## config.mk

```make
export PLATFORM = sky130hd
export DESIGN_NAME = seq_func_unit
export DESIGN_NICKNAME = d
export VERILOG_FILES = /design/src/rtl/seq_func_pkg.sv /design/src/rtl/quad_eval.sv /design/src/rtl/seq_func_unit.sv
export SDC_FILE = /design/constraint.sdc
export NUM_CORES = 1
export LEC_CHECK = 0
export BUFFER_PORTS_ARGS = -buffer_cell sky130_fd_sc_hd__buf_2
export CORE_ASPECT_RATIO = 0.75
export CORE_MARGIN = 4
export CORE_UTILIZATION = 55
export DETAILED_ROUTE_END_ITERATION = 10
export PLACE_DENSITY = 0.73
export SLEW_MARGIN = 20
export SYNTH_ARGS = -nofsm -noshare
export SYNTH_HDL_FRONTEND = slang
export SYNTH_SLANG_ARGS = --single-unit
export TNS_END_PERCENT = 10
```

## constraint.sdc

```tcl
create_clock -name clk -period 13.25 [get_ports clk]
set_clock_uncertainty 0.2 [all_clocks]
set_input_delay 0.6625 -clock clk [delete_from_list [all_inputs] [get_ports clk]]
set_output_delay 0.6625 -clock clk [all_outputs]
set_load 0.005 [all_outputs]
```

## src/rtl/seq_func_pkg.sv

```systemverilog
// Shared types for the sequential function evaluator: request modes and FSM states.
package seq_func_pkg;

    typedef enum logic [1:0] {
        ModeQuad = 2'd0,
        ModeFact = 2'd1,
        ModeInvq = 2'd2,
        ModeRsvd = 2'd3
    } mode_e;

    typedef enum logic [1:0] {
        StIdle = 2'd0,
        StCalc = 2'd1,
        StDone = 2'd2
    } state_e;

endpackage

```

## src/rtl/quad_eval.sv

```systemverilog
// Combinational a*x^2 + b*x + c on a signed x, evaluated wide and wrapped to W_Y bits.
module quad_eval #(
    parameter int unsigned W_X = 4,
    parameter int unsigned W_Y = 8,
    parameter int          A   = 1,
    parameter int          B   = 10,
    parameter int          C   = -10
) (
    input  logic [W_X-1:0] x,
    output logic [W_Y-1:0] q
);

    localparam int unsigned WI = 2 * W_Y + W_X;

    logic signed [W_X-1:0] x_s;
    logic signed [WI-1:0]  x_w;
    logic signed [WI-1:0]  a_w;
    logic signed [WI-1:0]  b_w;
    logic signed [WI-1:0]  c_w;

    always_comb begin
        x_s = x;
        x_w = WI'(x_s);
        a_w = WI'(A);
        b_w = WI'(B);
        c_w = WI'(C);
        // Low bits of the wide sum are the wrapped result.
        q   = W_Y'(a_w * x_w * x_w + b_w * x_w + c_w);
    end

endmodule

```

## src/rtl/seq_func_unit.sv

```systemverilog
// Handshaked function evaluator: quadratic, factorial, and inverse quadratic by sweep.
module seq_func_unit
    import seq_func_pkg::*;
#(
    parameter int unsigned W_X = 4,
    parameter int unsigned W_Y = 8,
    parameter int          A   = 1,
    parameter int          B   = 10,
    parameter int          C   = -10
) (
    input  logic           clk,
    input  logic           rst,
    input  logic           in_valid,
    output logic           in_ready,
    input  logic [1:0]     in_mode,
    input  logic [W_X-1:0] in_x,
    input  logic [W_Y-1:0] in_y,
    output logic           out_valid,
    input  logic           out_ready,
    output logic [W_Y-1:0] out_data,
    output logic [1:0]     out_mode,
    output logic           out_err
);

    localparam int unsigned WC = W_X + 1;
    localparam int unsigned WE = W_Y + 1;
    localparam logic [WC-1:0] SweepLen = {1'b1, {W_X{1'b0}}};
    localparam logic [WE-1:0] ErrInit  = {1'b1, {W_Y{1'b0}}};

    state_e         state_q, state_d;
    mode_e          mode_q, mode_d;
    logic [W_X-1:0] x_q, x_d;
    logic [W_Y-1:0] y_q, y_d;
    logic [WC-1:0]  cnt_q, cnt_d;
    logic [WC-1:0]  len_q, len_d;
    logic [W_Y-1:0] acc_q, acc_d;
    logic [WE-1:0]  min_err_q, min_err_d;
    logic [W_X-1:0] best_x_q, best_x_d;
    logic           out_valid_q, out_valid_d;
    logic [W_Y-1:0] out_data_q, out_data_d;
    logic [1:0]     out_mode_q, out_mode_d;
    logic           out_err_q, out_err_d;

    logic [W_X-1:0]        sweep_x;
    logic [W_X-1:0]        quad_x;
    logic [W_Y-1:0]        quad_q;
    logic [WE-1:0]         diff;
    logic [WE-1:0]         abs_err;
    logic                  better;
    logic [WE-1:0]         min_err_nxt;
    logic [W_X-1:0]        best_x_nxt;
    logic signed [W_X-1:0] best_x_s;
    logic [W_X-1:0]        fact_k;
    logic [W_Y-1:0]        acc_nxt;
    logic                  calc_last;

    // Sweep counter offset by -2**(W_X-1): flipping the top bit maps 0..2**W_X-1 onto x.
    assign sweep_x = {~cnt_q[W_X-1], cnt_q[W_X-2:0]};
    assign quad_x  = (mode_q == ModeInvq) ? sweep_x : x_q;

    quad_eval #(
        .W_X (W_X),
        .W_Y (W_Y),
        .A   (A),
        .B   (B),
        .C   (C)
    ) u_quad_eval (
        .x (quad_x),
        .q (quad_q)
    );

    always_comb begin
        diff        = {y_q[W_Y-1], y_q} - {quad_q[W_Y-1], quad_q};
        abs_err     = diff[WE-1] ? (~diff + WE'(1)) : diff;
        better      = abs_err < min_err_q;
        min_err_nxt = better ? abs_err : min_err_q;
        best_x_nxt  = better ? sweep_x : best_x_q;
        best_x_s    = best_x_nxt;
        // Multiplier k counts down from n; cycles past k=2 leave the product alone.
        fact_k      = x_q - cnt_q[W_X-1:0];
        acc_nxt     = (fact_k >= W_X'(2)) ? acc_q * W_Y'(fact_k) : acc_q;
        calc_last   = (cnt_q == len_q - WC'(1));
    end

    always_comb begin
        state_d    = state_q;
        mode_d     = mode_q;
        x_d        = x_q;
        y_d        = y_q;
        cnt_d      = cnt_q;
        len_d      = len_q;
        acc_d      = acc_q;
        min_err_d  = min_err_q;
        best_x_d   = best_x_q;
        out_data_d = out_data_q;
        out_mode_d = out_mode_q;
        out_err_d  = out_err_q;

        unique case (state_q)
            StIdle: begin
                if (in_valid) begin
                    state_d   = StCalc;
                    mode_d    = mode_e'(in_mode);
                    x_d       = in_x;
                    y_d       = in_y;
                    cnt_d     = '0;
                    acc_d     = W_Y'(1);
                    min_err_d = ErrInit;
                    best_x_d  = '0;
                    case (mode_e'(in_mode))
                        ModeFact: len_d = (in_x > W_X'(2)) ? WC'(in_x) - WC'(1) : WC'(1);
                        ModeInvq: len_d = SweepLen;
                        default:  len_d = WC'(1);
                    endcase
                end
            end
            StCalc: begin
                cnt_d     = cnt_q + WC'(1);
                acc_d     = acc_nxt;
                min_err_d = min_err_nxt;
                best_x_d  = best_x_nxt;
                if (calc_last) begin
                    state_d    = StDone;
                    out_mode_d = mode_q;
                    out_err_d  = (mode_q == ModeRsvd);
                    case (mode_q)
                        ModeQuad: out_data_d = quad_q;
                        ModeFact: out_data_d = acc_nxt;
                        ModeInvq: out_data_d = W_Y'(best_x_s);
                        default:  out_data_d = '0;
                    endcase
                end
            end
            StDone: begin
                if (out_ready) begin
                    state_d = StIdle;
                end
            end
            default: state_d = StIdle;
        endcase

        out_valid_d = (state_d == StDone);
    end

    always_ff @(posedge clk) begin
        if (rst) begin
            state_q     <= StIdle;
            mode_q      <= ModeQuad;
            x_q         <= '0;
            y_q         <= '0;
            cnt_q       <= '0;
            len_q       <= '0;
            acc_q       <= '0;
            min_err_q   <= '0;
            best_x_q    <= '0;
            out_valid_q <= 1'b0;
            out_data_q  <= '0;
            out_mode_q  <= '0;
            out_err_q   <= 1'b0;
        end else begin
            state_q     <= state_d;
            mode_q      <= mode_d;
            x_q         <= x_d;
            y_q         <= y_d;
            cnt_q       <= cnt_d;
            len_q       <= len_d;
            acc_q       <= acc_d;
            min_err_q   <= min_err_d;
            best_x_q    <= best_x_d;
            out_valid_q <= out_valid_d;
            out_data_q  <= out_data_d;
            out_mode_q  <= out_mode_d;
            out_err_q   <= out_err_d;
        end
    end

    assign in_ready  = (state_q == StIdle);
    assign out_valid = out_valid_q;
    assign out_data  = out_data_q;
    assign out_mode  = out_mode_q;
    assign out_err   = out_err_q;

endmodule

```

==> qor.yml, run 1 <==
placement:
  hpwl_um: 8968
  portBuffers: 30
  globalplace.congestion: 0.9440
clock_tree:
  ctsResizeCount: 0
  cts_made_buffers: 9
  postCtsHoldBufs: 0
  cts.sinks: 59
  clk_pin_slew_ns: 0.05
  post_cts_buffers: 0
  cts_tree: "built"
  cts_buffer_depth: 2
  htreeDepth: 3
  worst_skew_pair.late_latency_ns: 0.33
  cts-root-buf: "clkbuf_16"
global_routing:
  globalRouteOverflowTotal: 0
  grt_max_degree: 52
  grt.total_usage_pct: 24.06
  grt_pass1_vias: 4026
  antenna_found_initial: 0
  grt_pass1_wl_um: 19390
logic_synthesis:
  synth_edf_count: 0
  synth_cell_type_count: 71
  synth.most_common_cell: "inv_1"
  yosys_warnings: 0
  yosysSeqAreaShare_pct: 24.33
  netlist_area_mm2: 0.004855
  async_flop_share_pct: 0
  yosys.area_share.adder_pct: 21.55
  synth-seq-cells: 59
  syn-num-nets: 675
  synth.top_cells.by_count: "inv_1, dfxtp_1, nand2_1"
  synth_compound_area_share_pct: 17.73
  synthMuxAreaShare_pct: 2.990
  avgSynthCellArea_um2: 8.256
  synthXorXnorAreaFrac_pct: 6.856
  yosysTopAreaCell: "dfxtp_1"
  synth_ff_type: "dfxtp_1"
  synthCells: 588
  ys_top_cells_by_area: "dfxtp_1, ha_1, fa_1, inv_1, a21oi_1"
  synth_top_family_by_area: "adder cells"
  synthSimpleGateAreaFrac_pct: 18.71
  synth_top_area_share_pct: 24.33
sta:
  min_period_ns: 9.071
  period_share_pct: 68.46
  max_freq_mhz: 110.2
  worst_pin_slew_ns: 0.9786
  drv_slew: 0
  totalNegativeSetupSlack_ns: 0
  finalHoldViolations: 0
  timing.hold.ws_ns: 0.2577
  rsz0062_at_grt: "false"
  slew_headroom_pct: 34.33
  setup_viol: 0
critical_path:
  startpoint_type: "flop"
  critPathMostFrequentCell: "ha_1"
  arrival_ns: 9.09
  worst-setup-path-type: "flop to flop"
  slowest_stage: "fa_1"
  cpPeakStageDelay_ns: 0.54
  crit_fanout: 10
  critPathCaptureType: "flop"
  crit_required_ns: 13.27
flow_run:
  maxCapViolations: 0
pwr:
  clockPowerShare_pct: 21.7
  ir_drop_mv: 0.1710
  internal-power_w: 0.0005931
  pwr-share-seq_pct: 19.4
  p_leak_nw: 2.416
  p_sw_w: 0.0004450
  power_frac_comb_pct: 58.9
  swShare_pct: 42.87
  power.density_mw_per_mm2: 195.4
detailed_routing:
  wl_per_cell_um: 16.03
  antenna_left: 0
  routed_wl_um: 11530
  vias_per_cell: 5.656
  vias: 4067
  drcViolationCount: 0
  firstDrtPassIters: 4
  drtIter0Drc: 191
floorplanning:
  ios: 31
  die_h_um: 89.37
  initial_utilization_pct: 56.93
  design.core.area_mm2: 0.008527
  dieWidth_um: 116.5
  die_area_mm2: 0.01041
  num_rows: 29
finish:
  final_net_count: 695
  antennaDiodeCount: 0
  drive_above_1_share_pct: 10.64
  syn_to_final_growth_pct: 9.433
worst_hold_path:
  min_path_type: "flop to flop"
status:
  status: "finished clean"
[final timing paths]
check,from,end,slack [ns],cells after the start
max,mode_q[1],min_err_q[2],4.18,33
min,out_data[4],out_data[4],0.26,2
max reg2reg,mode_q[1],min_err_q[2],4.18,33
min reg2reg,out_data[4],out_data[4],0.26,2
[metal layers]
layer	track usage, %	part of all wire (%)	vias to the layer above
li1	-	-	2013
met1	33.61	49	1921
met2	37.38	44	116
met3	5.277	5.9	17
met4	7.376	1.4	0
met5	0	0	-
[per-stage QoR]
step                cell area, um^2  utilization [%]  worst slack [ns]  instances  total power (W)
finish                         5313            62.30             4.179        719         0.001038
global route                   5313            62.30             3.591        719         0.001119
global placement               5030            58.99             4.614        705        0.0007849
detailed placement             5030            58.99             4.288        705        0.0008139
floorplan                      4855                -             5.182        588        0.0006817
CTS                            5313            62.30             4.211        719         0.001039
[registers in the layout, summed over array words and instances (netlist names)]
signal,flops
acc_q,8
best_x_q,4
cnt_q,5
len_q,5
min_err_q,9
mode_q,2
out_data,8
out_err,1
out_mode,2
out_valid,1
state_q,2
x_q,4
y_q,8
[cells in the final DEF (no fill, tap or decap), types with 3 or more instances in the layout]
cell type  count
o21ai_1        9
a31oi_1        5
dfxtp_1       59
nor2_1        54
xnor2_1       24
nor2b_1       10
a211oi_1       4
o21a_1         3
ha_1          46
nand2b_1       6
a21o_1         6
or2_1          3
nand2_1       57
fa_1          23
o21ai_0        7
a22o_1         7
buf_2         30
mux2i_1       10
clkbuf_16      9
a22oi_1       10
nor3_1        14
xor2_1         7
and2_1         8
inv_1         71
nand4_1        4
a21oi_2        4
a2bb2oi_1      3
a21oi_1       51
nand3_1       13
[power by group through the flow]
stage	registers (W)	clock network, W	logic, W
after CTS	0.000201	0.000227	0.000611
after global routing	0.000203	0.000236	0.000680
after detailed placement	0.000205	0	0.000609
after global placement	0.000204	0	0.000581
final	0.000202	0.000225	0.000611
after floorplan	0.000199	0	0.000482
[worst max-delay path, delay by kind of cell (launching register included)]
family | cells | cell delay (ns)
fa+ha+maj | 9 | 3.43
compound gates | 10 | 2.30
simple gates | 6 | 1.17
xor+xnor | 4 | 0.56
flops | 1 | 0.53
mux | 1 | 0.49
buf+inv | 3 | 0.28
[logic make-up (layout without fill, tap and decap cells)]
logic type      Yosys count  after routing
xor+xnor                 34             34
mux                      14             14
compound gates          129            129
fa+ha+maj                70             70
flops                    59             59
simple gates            189            189
buf+inv                  93            116
[cell type report]
type	count	area, um^2
Clock inverter	3	40.04
Sequential cell	59	1181
Tap cell	108	135.1
Fill cell	753	3214
Clock buffer	11	242.7
Inverter	72	270.3
Multi-Input combinational cell	436	3293
Timing Repair Buffer	30	150.1
(Power assumes the default switching activity.)
==> inputs of run 2 (changes only) <==
clock period = 8.4 ns   (was 13.25 ns; I/O delays follow)
==> qor.yml, run 2 (synthesis gave the netlist of run 1 again) <==
critical_path:
  critPathCaptureType: "flop"  # unchanged
  crit_required_ns: 8.42  # was 13.27 ns
  slowest_stage: "fa_1"  # unchanged
  rr_worst_depth: 34  # was 33
  cpPeakStageDelay_ns: 0.54  # about the same
  arrival_ns: 8.01  # was 9.09 ns
  r2r_end: "min_err_q[5]"  # was min_err_q[2]
  worst-setup-path-type: "flop to flop"  # unchanged
  critPathMostFrequentCell: "fa_1"  # was ha_1
  rrSetupSlack_ns: 0.41  # was 4.18 ns
  r2r-start: "mode_q[1]"  # unchanged
  crit_fanout: 7  # was 10
  startpoint_type: "flop"  # unchanged
detailed_routing:
  antenna_left: 0  # unchanged
  firstDrtPassIters: 5  # was 4
  vias: 4170  # was 4067
  drtIter0Drc: 333  # was 191
  routed_wl_um: 11580  # was 11530 um
  wl_per_cell_um: 15.82  # was 16.03 um
  vias_per_cell: 5.697  # was 5.656
  drcViolationCount: 0  # unchanged
worst_hold_path:
  min_path_type: "input port to flop"  # was flop to flop
  hold_start: "in_y[3]"  # was out_data[4]
  worstHoldPathCells: 3  # was 2
  min_to: "y_q[3]"  # was out_data[4]
finish:
  largest_reg_flops: 9  # unchanged
  layout_common_cells: "inv_1, dfxtp_1, nand2_1"  # unchanged
  drive_above_1_share_pct: 14.74  # was 10.64%
  antennaDiodeCount: 0  # unchanged
  syn_to_final_growth_pct: 13.22  # was 9.433%
  top_register: "min_err_q"  # unchanged
  final_net_count: 706  # was 695
  layout_commonest_cell: "inv_1"  # unchanged
  final_util_pct: 64.46  # was 62.30%
global_routing:
  grt_pass1_vias: 4130  # was 4026
  use_met2_pct: 36.81  # was 37.38%
  grt_max_degree: 52  # unchanged
  grt.total_usage_pct: 24.09  # was 24.06%
  met1_usage_pct: 32.95  # was 33.61%
  gr-usage-met3_pct: 6.360  # was 5.277%
  antenna_found_initial: 0  # unchanged
  grt_pass1_wl_um: 19630  # was 19390 um
  grt_busiest_layer: "met2"  # unchanged
  globalRouteOverflowTotal: 0  # unchanged
clock_tree:
  cts_tree: "built"  # unchanged
  cts_made_buffers: 9  # unchanged
  clk_pin_slew_ns: 0.06  # was 0.05 ns
  cts.sinks: 59  # unchanged
  cts_buffer_depth: 2  # unchanged
  worst_skew_pair.late_latency_ns: 0.33  # about the same
  htreeDepth: 3  # unchanged
  cts-root-buf: "clkbuf_16"  # unchanged
placement:
  globalplace.congestion: 0.9083  # was 0.9440
  hpwl_um: 8924  # was 8968 um
  pre_cts_ws_ns: -0.03649  # was 4.288 ns
  portBuffers: 30  # unchanged
flow_run:
  maxCapViolations: 0  # unchanged
floorplanning:
  die_area_mm2: 0.01041  # unchanged
  dieWidth_um: 116.5  # unchanged
  num_rows: 29  # unchanged
  design.core.area_mm2: 0.008527  # unchanged
  die_h_um: 89.37  # unchanged
  initial_utilization_pct: 56.93  # unchanged
  ios: 31  # unchanged
pwr:
  power.density_mw_per_mm2: 327.3  # was 195.4 mW/mm^2
  clockPowerShare_pct: 20.2  # was 21.7%
  pwr-share-seq_pct: 17.4  # was 19.4%
  p_leak_nw: 2.498  # was 2.416 nW
  internal-power_w: 0.001024  # was 0.0005931 W
  swShare_pct: 43.09  # was 42.87%
  power_frac_comb_pct: 62.3  # was 58.9%
  p_sw_w: 0.0007751  # was 0.0004450 W
  ir_drop_mv: 0.3143  # was 0.1710 mV
sta:
  setup_viol: 0  # unchanged
  slew_headroom_pct: 32.22  # was 34.33%
  setup_ws_ns: 0.4093  # was 4.179 ns
  rsz0062_at_grt: "false"  # unchanged
  drv_slew: 0  # unchanged
  period_share_pct: 95.13  # was 68.46%
  finalHoldViolations: 0  # unchanged
  min_period_ns: 7.991  # was 9.071 ns
  worst_pin_slew_ns: 1.017  # was 0.9786 ns
  max_freq_mhz: 125.1  # was 110.2 MHz
status:
  status: "finished clean"  # unchanged
run 2: cell count changes in the layout (fill, tap and decap cells not counted), sizes merged:
cell | previous run | this run
clkinv | 2 | 3
clkinvlp | 0 | 1
buf | 30 | 41
run 2: area by class of cell:
type / count / area, um^2
Fill cell: 714 / 3030
Sequential cell: 59 / 1181
Multi-Input combinational cell: 436 / 3382
Timing Repair Buffer: 41 / 232.7
Clock buffer: 11 / 242.7
Tap cell: 108 / 135.1
Inverter: 72 / 270.3
Clock inverter: 5 / 52.55
run 2: through the flow:
step	instances	power (W)	area, um^2	hold slack [ns]	setup TNS [ns]
after floorplan	588	0.001075	4855	0.2363	0
after global placement	714	0.001251	5097	0.2367	0
after detailed placement	714	0.001280	5097	0.2490	-0.2178
after CTS	731	0.001691	5414	0.1144	0
after global routing	732	0.001941	5497	0.1265	0
final	732	0.001799	5497	0.1204	0
run 2: worst max-delay path by stage:
| stage | start | end | slack (ns) | cells past startpoint |
|---|---|---|---|---|
| 3_3_place_gp | mode_q[1] | min_err_q[3] | 0.30 | 33 |
| 4_1_cts | mode_q[1] | min_err_q[5] | 0.02 | 33 |
| 2_1_floorplan | mode_q[1] | min_err_q[1] | 0.33 | 36 |
| 3_5_place_dp | mode_q[1] | min_err_q[4] | -0.04 | 33 |
| 6_report | mode_q[1] | min_err_q[5] | 0.41 | 34 |
| 5_1_grt | mode_q[1] | min_err_q[7] | 0.01 | 34 |
run 2: what timing repair did:
item / CTS / global route
endpoints found under the setup margin: 11 / 21
setup buffers: 1 / 1
endpoints found under the hold margin: 0 / 0
hold buffers: 0 / 0
gates resized for setup: 3 / 16
pin swaps: 1 / 3
run 2: critical path, delay by kind of cell (launching register included):
family | cells | cell delay, ns
AOI/OAI and AO/OA | 10 | 1.85
buffers and inverters | 4 | 0.37
DFF | 1 | 0.33
xor gates and xnor gates | 4 | 0.54
and+or+nand+nor | 6 | 1.00
muxes | 1 | 0.25
adders and majority gates | 9 | 3.33
run 2: layer usage:
layer  wire [um]  vias to the layer above
met5           0                        -
met4         243                        0
met3         787                       27
met2        4989                      146
met1        5559                     1959
li1            -                     2038
run 2: power by group through the flow:
stage,combinational [W],clock (W),sequential (W)
6_report,0.00112,0.000364,0.000314
5_1_grt,0.00124,0.000384,0.000315
4_1_cts,0.00101,0.000370,0.000313
3_5_place_dp,0.000962,0,0.000318
3_3_place_gp,0.000932,0,0.000318
2_1_floorplan,0.000761,0,0.000315
